===== config.mk =====
export PLATFORM = sky130hd
export DESIGN_NAME = instr_fetch_unit
export DESIGN_NICKNAME = d
export VERILOG_FILES = /design/src/rtl/instr_fetch_unit.sv
export SDC_FILE = /design/constraint.sdc
export NUM_CORES = 1
export LEC_CHECK = 0
export ABC_AREA = 1
export CAP_MARGIN = 20
export CORE_MARGIN = 2
export CORE_UTILIZATION = 49
export CTS_BUF_LIST = sky130_fd_sc_hd__clkbuf_2
export DETAILED_ROUTE_END_ITERATION = 10
export HOLD_SLACK_MARGIN = 0.05
export PLACE_DENSITY = 0.77
export SETUP_SLACK_MARGIN = 0.3
export SLEW_MARGIN = 0
export SYNTH_ARGS = -nofsm -noshare
export SYNTH_HDL_FRONTEND = slang
export SYNTH_SLANG_ARGS = --single-unit

===== constraint.sdc =====
create_clock -name clk -period 4.25 [get_ports clk]
set_clock_uncertainty 0.2 [all_clocks]
set_input_delay 0.6375 -clock clk [delete_from_list [all_inputs] [get_ports clk]]
set_output_delay 0.6375 -clock clk [all_outputs]
set_load 0.02 [all_outputs]

===== src/rtl/instr_fetch_unit.sv =====
// Instruction fetch front end: owns the PC, issues word fetches over a valid/ready
// channel, queues returned words with their PCs and presents the head entry to decode.
// Redirects flush the queue and drop every response still outstanding at that point.
module instr_fetch_unit #(
  parameter logic [31:0] RESET_PC = 32'h0000_0000,
  parameter int unsigned DEPTH    = 2
) (
  input  logic        clk,
  input  logic        rst,
  output logic        imem_req_valid,
  input  logic        imem_req_ready,
  output logic [31:0] imem_req_addr,
  input  logic        imem_rsp_valid,
  input  logic [31:0] imem_rsp_data,
  input  logic        redirect_valid,
  input  logic [31:0] redirect_pc,
  output logic        instr_valid,
  input  logic        instr_ready,
  output logic [31:0] instr,
  output logic [31:0] instr_pc,
  output logic [6:0]  opcode,
  output logic [2:0]  funct3,
  output logic [6:0]  funct7
);

  localparam int unsigned AW = $clog2(DEPTH);
  localparam int unsigned CW = $clog2(DEPTH) + 1;
  localparam logic [CW:0] DepthW = DEPTH[CW:0];
  localparam logic [31:0] Nop = 32'h0000_0013;

  typedef enum logic [0:0] {StFetch, StDrain} state_e;

  state_e          state_q, state_d;
  logic [31:0]     fetch_pc_q, fetch_pc_d;
  logic [CW-1:0]   fifo_cnt_q, fifo_cnt_d;
  logic [CW-1:0]   inflight_q, inflight_d;
  logic [CW-1:0]   drop_cnt_q, drop_cnt_d;
  logic [AW-1:0]   fifo_rd_q, fifo_rd_d, fifo_wr_q, fifo_wr_d;
  logic [AW-1:0]   tag_rd_q, tag_rd_d, tag_wr_q, tag_wr_d;
  logic [31:0]     fifo_data [DEPTH];
  logic [31:0]     fifo_pc   [DEPTH];
  logic [31:0]     tag_pc    [DEPTH];
  logic [CW:0]     free;
  logic            pop, req_fire, rsp_fire, rsp_drop, rsp_push;
  logic            unused_redirect_lsbs;

  assign unused_redirect_lsbs = ^redirect_pc[1:0];

  assign instr_valid    = (fifo_cnt_q != '0);
  assign pop            = instr_valid & instr_ready;
  // Stale in-flight fetches still hold a credit until their response is dropped.
  assign free           = DepthW - {1'b0, fifo_cnt_q} - {1'b0, inflight_q} + (CW + 1)'(pop);
  assign imem_req_valid = !rst && (free != '0) && !redirect_valid;
  assign imem_req_addr  = fetch_pc_q;
  assign req_fire       = imem_req_valid & imem_req_ready;
  // A response with nothing outstanding is a protocol error and is ignored.
  assign rsp_fire       = imem_rsp_valid & (inflight_q != '0);
  assign rsp_drop       = rsp_fire & ((state_q == StDrain) | redirect_valid);
  assign rsp_push       = rsp_fire & ~rsp_drop;

  assign instr    = instr_valid ? fifo_data[fifo_rd_q] : Nop;
  assign instr_pc = instr_valid ? fifo_pc[fifo_rd_q] : 32'h0;
  assign opcode   = instr[6:0];
  assign funct3   = instr[14:12];
  assign funct7   = instr[31:25];

  // Next-state for PC, counters and queue pointers.
  always_comb begin
    fetch_pc_d = fetch_pc_q;
    fifo_cnt_d = fifo_cnt_q;
    drop_cnt_d = drop_cnt_q;
    fifo_rd_d  = fifo_rd_q;
    fifo_wr_d  = fifo_wr_q;
    tag_rd_d   = tag_rd_q;
    tag_wr_d   = tag_wr_q;
    inflight_d = inflight_q + CW'(req_fire) - CW'(rsp_fire);
    if (redirect_valid) begin
      fetch_pc_d = {redirect_pc[31:2], 2'b00};
      fifo_cnt_d = '0;
      fifo_rd_d  = '0;
      fifo_wr_d  = '0;
      tag_rd_d   = '0;
      tag_wr_d   = '0;
      // Everything still outstanding after this cycle belongs to the old stream.
      drop_cnt_d = inflight_d;
    end else begin
      if (req_fire) begin
        fetch_pc_d = fetch_pc_q + 32'd4;
        tag_wr_d   = tag_wr_q + AW'(1);
      end
      if (rsp_drop) begin
        drop_cnt_d = drop_cnt_q - CW'(1);
      end
      if (rsp_push) begin
        fifo_wr_d = fifo_wr_q + AW'(1);
        tag_rd_d  = tag_rd_q + AW'(1);
      end
      if (pop) begin
        fifo_rd_d = fifo_rd_q + AW'(1);
      end
      fifo_cnt_d = fifo_cnt_q + CW'(rsp_push) - CW'(pop);
    end
  end

  // FSM next state: drain while stale responses remain.
  always_comb begin
    state_d = StFetch;
    if (drop_cnt_d != '0) begin
      state_d = StDrain;
    end
  end

  // State registers with asynchronous reset.
  always_ff @(posedge clk or posedge rst) begin
    if (rst) begin
      state_q    <= StFetch;
      fetch_pc_q <= RESET_PC;
      fifo_cnt_q <= '0;
      inflight_q <= '0;
      drop_cnt_q <= '0;
      fifo_rd_q  <= '0;
      fifo_wr_q  <= '0;
      tag_rd_q   <= '0;
      tag_wr_q   <= '0;
    end else begin
      state_q    <= state_d;
      fetch_pc_q <= fetch_pc_d;
      fifo_cnt_q <= fifo_cnt_d;
      inflight_q <= inflight_d;
      drop_cnt_q <= drop_cnt_d;
      fifo_rd_q  <= fifo_rd_d;
      fifo_wr_q  <= fifo_wr_d;
      tag_rd_q   <= tag_rd_d;
      tag_wr_q   <= tag_wr_d;
    end
  end

  // Tag and instruction storage; validity is tracked by the counters above.
  always_ff @(posedge clk) begin
    if (req_fire) begin
      tag_pc[tag_wr_q] <= fetch_pc_q;
    end
    if (rsp_push) begin
      fifo_data[fifo_wr_q] <= imem_rsp_data;
      fifo_pc[fifo_wr_q]   <= tag_pc[tag_rd_q];
    end
  end

endmodule


==> impl_summary.log <==
INFO  metric setup_violations = 0
INFO  metric worst_hold_path_type = input pin to flop
INFO  metric drt_pass1_iterations = 5
INFO  metric reg2reg_depth = 17
INFO  metric cell_type_with_the_highest_aggregate_area_in_the_netlist = sky130_fd_sc_hd__edfxtp_1
INFO  metric cts.path.max_buffers = 3
INFO  metric layout.nets = 1153
INFO  metric vdd_drop_max = around 0.0003 V
INFO  metric synth_top_cells_by_count = sky130_fd_sc_hd__nand2_1, sky130_fd_sc_hd__edfxtp_1, sky130_fd_sc_hd__nand3_1
INFO  metric portBuffers = 178
INFO  metric maxClockFrequency = 265 MHz
INFO  metric die_area = roughly 0.021 mm^2
INFO  metric timing_worst_setup_path_type = flop to output pin
INFO  metric number_of_fill_cells = ~1.6k
INFO  metric grt_pass1_wl = 34.2 mm
INFO  metric core-area = 0.0196 mm^2
INFO  metric cts.root.buffer_cell = sky130_fd_sc_hd__clkbuf_2
INFO  metric end_kind = output pin
INFO  metric post_drt_via_cell_ratio = 5.02
INFO  metric die_width = 146 um
INFO  metric total_global_routing_overflow = 0
INFO  metric io-pin-count = 185
INFO  metric cts_tree = built
INFO  metric post_synth.cell_area_avg = 11.2 um^2
INFO  metric height_of_the_die = 146 um
INFO  metric proportion_of_power_drawn_by_the_clock_network = 23.0%
INFO  metric routed_wl_per_cell = 15.4 um
INFO  metric clock_sink_count = 225
INFO  metric route.vias.total = 6931
INFO  metric net_sw_share = 34.3%
INFO  metric yosysMostFrequentCell = sky130_fd_sc_hd__nand2_1
INFO  metric first_global_vias = ~6.9k
INFO  metric synth_top_cells_by_area = sky130_fd_sc_hd__edfxtp_1, sky130_fd_sc_hd__nand2_1, sky130_fd_sc_hd__dfrtp_1
INFO  metric ys_async_sr_fraction = 18.2%
INFO  metric cts_buffers = 54
INFO  metric arrival = 2.94 ns
INFO  metric rsz0062_at_grt = true
INFO  metric antenna_found_initial = 1
INFO  metric synth_area = 0.00983 mm^2
INFO  metric ffs_latches_synth = 225
INFO  metric drt_initial_violations = between 400 and 500
INFO  metric finalWirelength = 21.3 mm
INFO  metric route.antenna.remaining_nets = 0
INFO  metric max-cap-violations = 0
INFO  metric tightest_slew = 0.734 ns
INFO  metric syn2layout_area_growth = 25.0%
INFO  metric timing.final.crit_period = around 3.8 ns
INFO  metric placed_cells = approximately 1.3k
INFO  metric post_route_cells_drive_above_1_share = 14.1%
INFO  metric start_kind = flop
INFO  metric pwr_density_cell = 485 mW/mm^2
INFO  metric combPwrFrac = 29.3%
INFO  metric slew_viol_final = 0
INFO  metric finalPower = between 5000 and 6000 uW
INFO  metric synthFlopType = sky130_fd_sc_hd__edfxtp_1
INFO  metric synth_edf_count = 184
INFO  metric count_of_standard_cell_rows = 51
INFO  metric power.internal = 3920 uW
INFO  metric share_seq_of_total_power = 47.6%
INFO  metric yosysWarnings = 0
INFO  metric post-route-period-util = 88.8%
INFO  metric switch_pwr = around 2000 uW
INFO  metric dpl.hpwl = between 10 and 15 mm
INFO  metric grt_start_max_net_pins = 65
INFO  metric cts.clk_slew.worst_paths = roughly 0.11 ns
INFO  metric drc = 0
INFO  metric start_util = roughly half
INFO  metric timing_hold_violations_final = 0
INFO  metric p_leak = roughly 0.0047 uW
INFO  metric cp_data_required_time = 3.41 ns
INFO  metric cts_htree_levels = 2
INFO  metric synth_top_area_share = 56.2%
INFO  metric critPathMaxFanout = 4
INFO  metric layout.cells.non_filler = 1382
INFO  metric yosysSeqAreaShare = 66.7%
INFO  metric result_of_the_run = finished, final reports clean
INFO  metric timing.hold.worst_path_depth = 3
INFO  metric synth_cell_types = 31
INFO  metric clock_latency_of_the_later_clocked_register_in_the_worst_skew_pair = 0.81 ns
INFO  metric maxSlewHeadroom = about half
INFO  metric number_of_cells_produced_by_synthesis = around 880
INFO  metric overall_global_routing_resource_usage = roughly a fifth
INFO  metric finalWeightedCongestion = 0.849
per-stage QoR:
stage	TNS, ns	util, %	instance area (um^2)	hold slack (ns)	setup slack [ns]
after detailed placement	0	60.0	11800	0.348	0.232
final	0	62.7	12300	0.181	0.476
after global placement	0	60.0	11800	0.344	0.262
after CTS	0	62.6	12300	0.0948	0.310
after floorplan	-8.39	-	9840	0.284	-0.0676
after global routing	0	62.7	12300	0.125	0.268
power groups by stage:
stage | logic (uW) | registers (uW) | clock network, uW
final | 1750 | 2840 | 1370
after global routing | 1910 | 2870 | 1540
after CTS | 1760 | 2840 | 1430
after detailed placement | 1750 | 2890 | 0
after global placement | 1710 | 2880 | 0
after floorplan | 1020 | 2880 | 0
cells in the final DEF (no fill, tap or decap), types with 3 or more instances in the layout:
cell	count
sky130_fd_sc_hd__inv_1	56
sky130_fd_sc_hd__a21oi_1	60
sky130_fd_sc_hd__xor2_1	4
sky130_fd_sc_hd__buf_12	3
sky130_fd_sc_hd__nand3_1	71
sky130_fd_sc_hd__conb_1	4
sky130_fd_sc_hd__nor2_4	9
sky130_fd_sc_hd__clkinv_1	12
sky130_fd_sc_hd__o21bai_1	9
sky130_fd_sc_hd__nand2_2	4
sky130_fd_sc_hd__o21ai_0	4
sky130_fd_sc_hd__nor2_1	33
sky130_fd_sc_hd__o211ai_1	4
sky130_fd_sc_hd__clkinv_2	4
sky130_fd_sc_hd__dfrtp_1	39
sky130_fd_sc_hd__mux2_2	30
sky130_fd_sc_hd__ha_1	5
sky130_fd_sc_hd__nor2_2	8
sky130_fd_sc_hd__buf_4	8
sky130_fd_sc_hd__xnor2_1	6
sky130_fd_sc_hd__clkbuf_2	77
sky130_fd_sc_hd__nand2_1	282
sky130_fd_sc_hd__inv_2	3
sky130_fd_sc_hd__edfxtp_1	184
sky130_fd_sc_hd__clkdlybuf4s50_1	177
what timing repair did:
| item | CTS | global route |
|---|---|---|
| setup endpoints to repair | 1 | 7 |
| gates resized for setup | 3 | 2 |
| hold endpoints to repair | 7 | 0 |
| hold buffers | 1 | 0 |
| setup buffers | 1 | 0 |
cell families after synthesis:
kind of cell / share of synthesized area (%)
AND/OR/NAND/NOR: 17.8
flip-flops: 66.7
buffers and inverters: 5.75
AO/OA/AOI/OAI: 4.33
multiplexers: 3.44
XOR/XNOR: 0.891
adder cells (fa/ha/maj): 1.04
other: 0.0382
worst paths after layout:
path / startpoint / endpoint / slack (ns)
hold / removal: redirect_pc[12] / imem_req_addr[12]$_DFFE_PP0P_ / 0.18
setup / recovery: fifo_cnt_q[0]$_DFF_PP0_ / imem_req_valid / 0.48
max in group asynchronous: rst / fifo_rd_q$_DFFE_PP0P_ / 2.59
min in group asynchronous: rst / inflight_q[1]$_DFF_PP0_ / 0.45
hold reg to reg: tag_pc[1][21]$_DFFE_PP_ / fifo_pc[0][21]$_DFFE_PP_ / 0.36
setup reg to reg: fifo_cnt_q[0]$_DFF_PP0_ / state_q$_DFF_PP0_ / 1.10
routing by layer:
layer / vias to the layer above / global-route usage, % / share of wire (%)
li1: 3357 / - / -
met1: 3242 / 26.5 / 43
met2: 297 / 33.3 / 47
met3: 35 / 4.70 / 7.4
met4: 0 / 6.42 / 1.9
met5: - / 0 / 0
layout make-up:
cell class / instances / area, um^2 / area share [%]
diodes: 1 / 2.50 / 0.0204
clock buffers: 77 / 385 / 3.14
clock inverters: 19 / 103 / 0.835
inverters: 59 / 226 / 1.84
multi-input cells: 545 / 2760 / 22.5
flip-flops and latches: 225 / 6550 / 53.4
well taps: 265 / 332 / 2.70
repair buffers: 191 / 1920 / 15.6
critical path, stage by stage (launching register included):
cell,delay (ns)
sky130_fd_sc_hd__dfrtp_2,0.43
sky130_fd_sc_hd__nor2_4,0.06
sky130_fd_sc_hd__nor2_4,0.12
sky130_fd_sc_hd__inv_1,0.07
sky130_fd_sc_hd__fa_1,0.36
sky130_fd_sc_hd__inv_1,0.07
sky130_fd_sc_hd__fa_1,0.40
sky130_fd_sc_hd__inv_1,0.07
sky130_fd_sc_hd__nand3_1,0.10
sky130_fd_sc_hd__nand3_1,0.09
sky130_fd_sc_hd__inv_1,0.04
sky130_fd_sc_hd__dlygate4sd2_1,0.31
sequential cells by signal, indices dropped and copies added (netlist names):
register       flops
fifo_data         64
fifo_pc           60
tag_pc            60
imem_req_addr     30
drop_cnt_q         2
fifo_cnt_q         2
inflight_q         2
fifo_rd_q          1
fifo_wr_q          1
state_q            1
tag_rd_q           1
tag_wr_q           1
Note: power is estimated with default switching activity, not from simulation.
==> variant (config.mk and constraints unchanged) <==
The parameter `DEPTH` goes from 2 to 4.
--- a/src/rtl/instr_fetch_unit.sv
+++ b/src/rtl/instr_fetch_unit.sv
@@ -3,7 +3,7 @@
 // Redirects flush the queue and drop every response still outstanding at that point.
 module instr_fetch_unit #(
   parameter logic [31:0] RESET_PC = 32'h0000_0000,
-  parameter int unsigned DEPTH    = 2
+  parameter int unsigned DEPTH    = 4
 ) (
   input  logic        clk,
   input  logic        rst,
Formal check against the unedited RTL: not equivalent (a bounded check fails within 4 cycles, from zero or initial values and one cycle with rst high).
==> variant against the unedited design <==
Wire length grew 89%. Total power rose by 95%. Cell area rose by 74%. Critical path type unchanged. Critical endpoint is now instr_pc[8]. Combinational power rose by 130%. Sequential cell count rose by 191. Largest power group unchanged. Register-to-register slack worse by 0.24 ns. Synthesized area increased by 80%. Worst hold slack got worse by 0.031 ns. Largest cell class unchanged. Setup slack got worse by 0.026 ns. Synthesized cell count rose by 78%.
==> variant: results (changes against the unedited design) <==
| Metric | Value |
|---|---|
| Worst relative slew slack | 31.8% (-19 points) |
| Number of nets in the final layout | 1921 (+67%) |
| Number of clock buffer instances in the layout | 146 (+90%) |
| Critical path capture point | instr_pc[8] |
| Register bit count reported by yosys | 416 (+85%) |
| Dominant cells by area after synthesis | edfxtp_1 (63%), nor2_1 (7.5%), dfrtp_1 (6.8%), o21ai_0 (4.7%), nand2_1 (3.8%) |
| Most numerous cell types in the synthesized netlist | edfxtp_1 (368), nor2_1 (354), nand2_1 (177), o21ai_0 (167), inv_1 (83) |
| Non-clock buffer count in the final layout | 256 (+34%) |
| Synthesis-to-layout area growth | 20.8% |
| Seq area share | 57.5% (+4.1 points) |
| Post-synthesis instance total | 1567 (+78%) |
| Count of inverters not on the clock network in the layout | 91 (+54%) |
| Hold worst-path end | imem_req_addr[3]$_DFFE_PP0N_ |
| Via count of the first global-routing pass | 12100 (+77%) |
| Number of buffers inserted to repair setup after CTS | 5 (+4) |
| Maximum level of the CTS H-tree | 3 (+1) |
| Critical path arrival | 2.96 ns (+0.02 ns) |
| Post-placement cell area | 19800 µm² (+69%) |
| Status | finished, final reports clean |
| CTS buffer count | 101 (+87%) |
| Total via count in the routed design | 12600 (+81%) |
| Share of final-layout standard cells stronger than drive strength 1 | 12.5% (-1.6 points) |
| Hold Buf Count CTS | 32 (+31) |
| Crit-path max cell delay | 0.67 ns (+0.24 ns) |
| Post-placement cell count | 2142 (+67%) |
| Switching power | 4.23 mW (+110%) |
| Maximum fanout encountered on the critical timing path | 38 (+34) |
| DPL Wire Length | 24.4 mm (+81%) |
| R2R setup slack | 0.86 ns (-0.24 ns) |
variant: cell types whose count changed after synthesis, moves of 12 or more:
cell | before | now
inv_1 | 56 | 83
o21ai_0 | 4 | 167
clkbuf_1 | 15 | 43
ha_1 | 5 | 17
nor2_1 | 39 | 354
o21ai_1 | 0 | 21
mux2_2 | 30 | 0
edfxtp_1 | 184 | 368
o22ai_1 | 0 | 30
nand2_1 | 282 | 177
variant: cells by family (layout without fill, tap and decap cells):
group,after synthesis,after routing,share of synthesized area [%]
and+or+nand+nor,640,640,14.9
DFF,416,416,69.4
AOI/OAI and AO/OA,290,290,8.60
buffers and inverters,190,531,4.94
adders and majority gates,21,21,1.66
xor gates and xnor gates,9,9,0.447
other,1,7,0.0212
variant: per-layer routing:
layer	vias up	GRT usage (%)
met1	5963	28.8
met5	-	0
met4	0	6.30
li1	5985	-
met2	558	34.8
met3	53	4.61
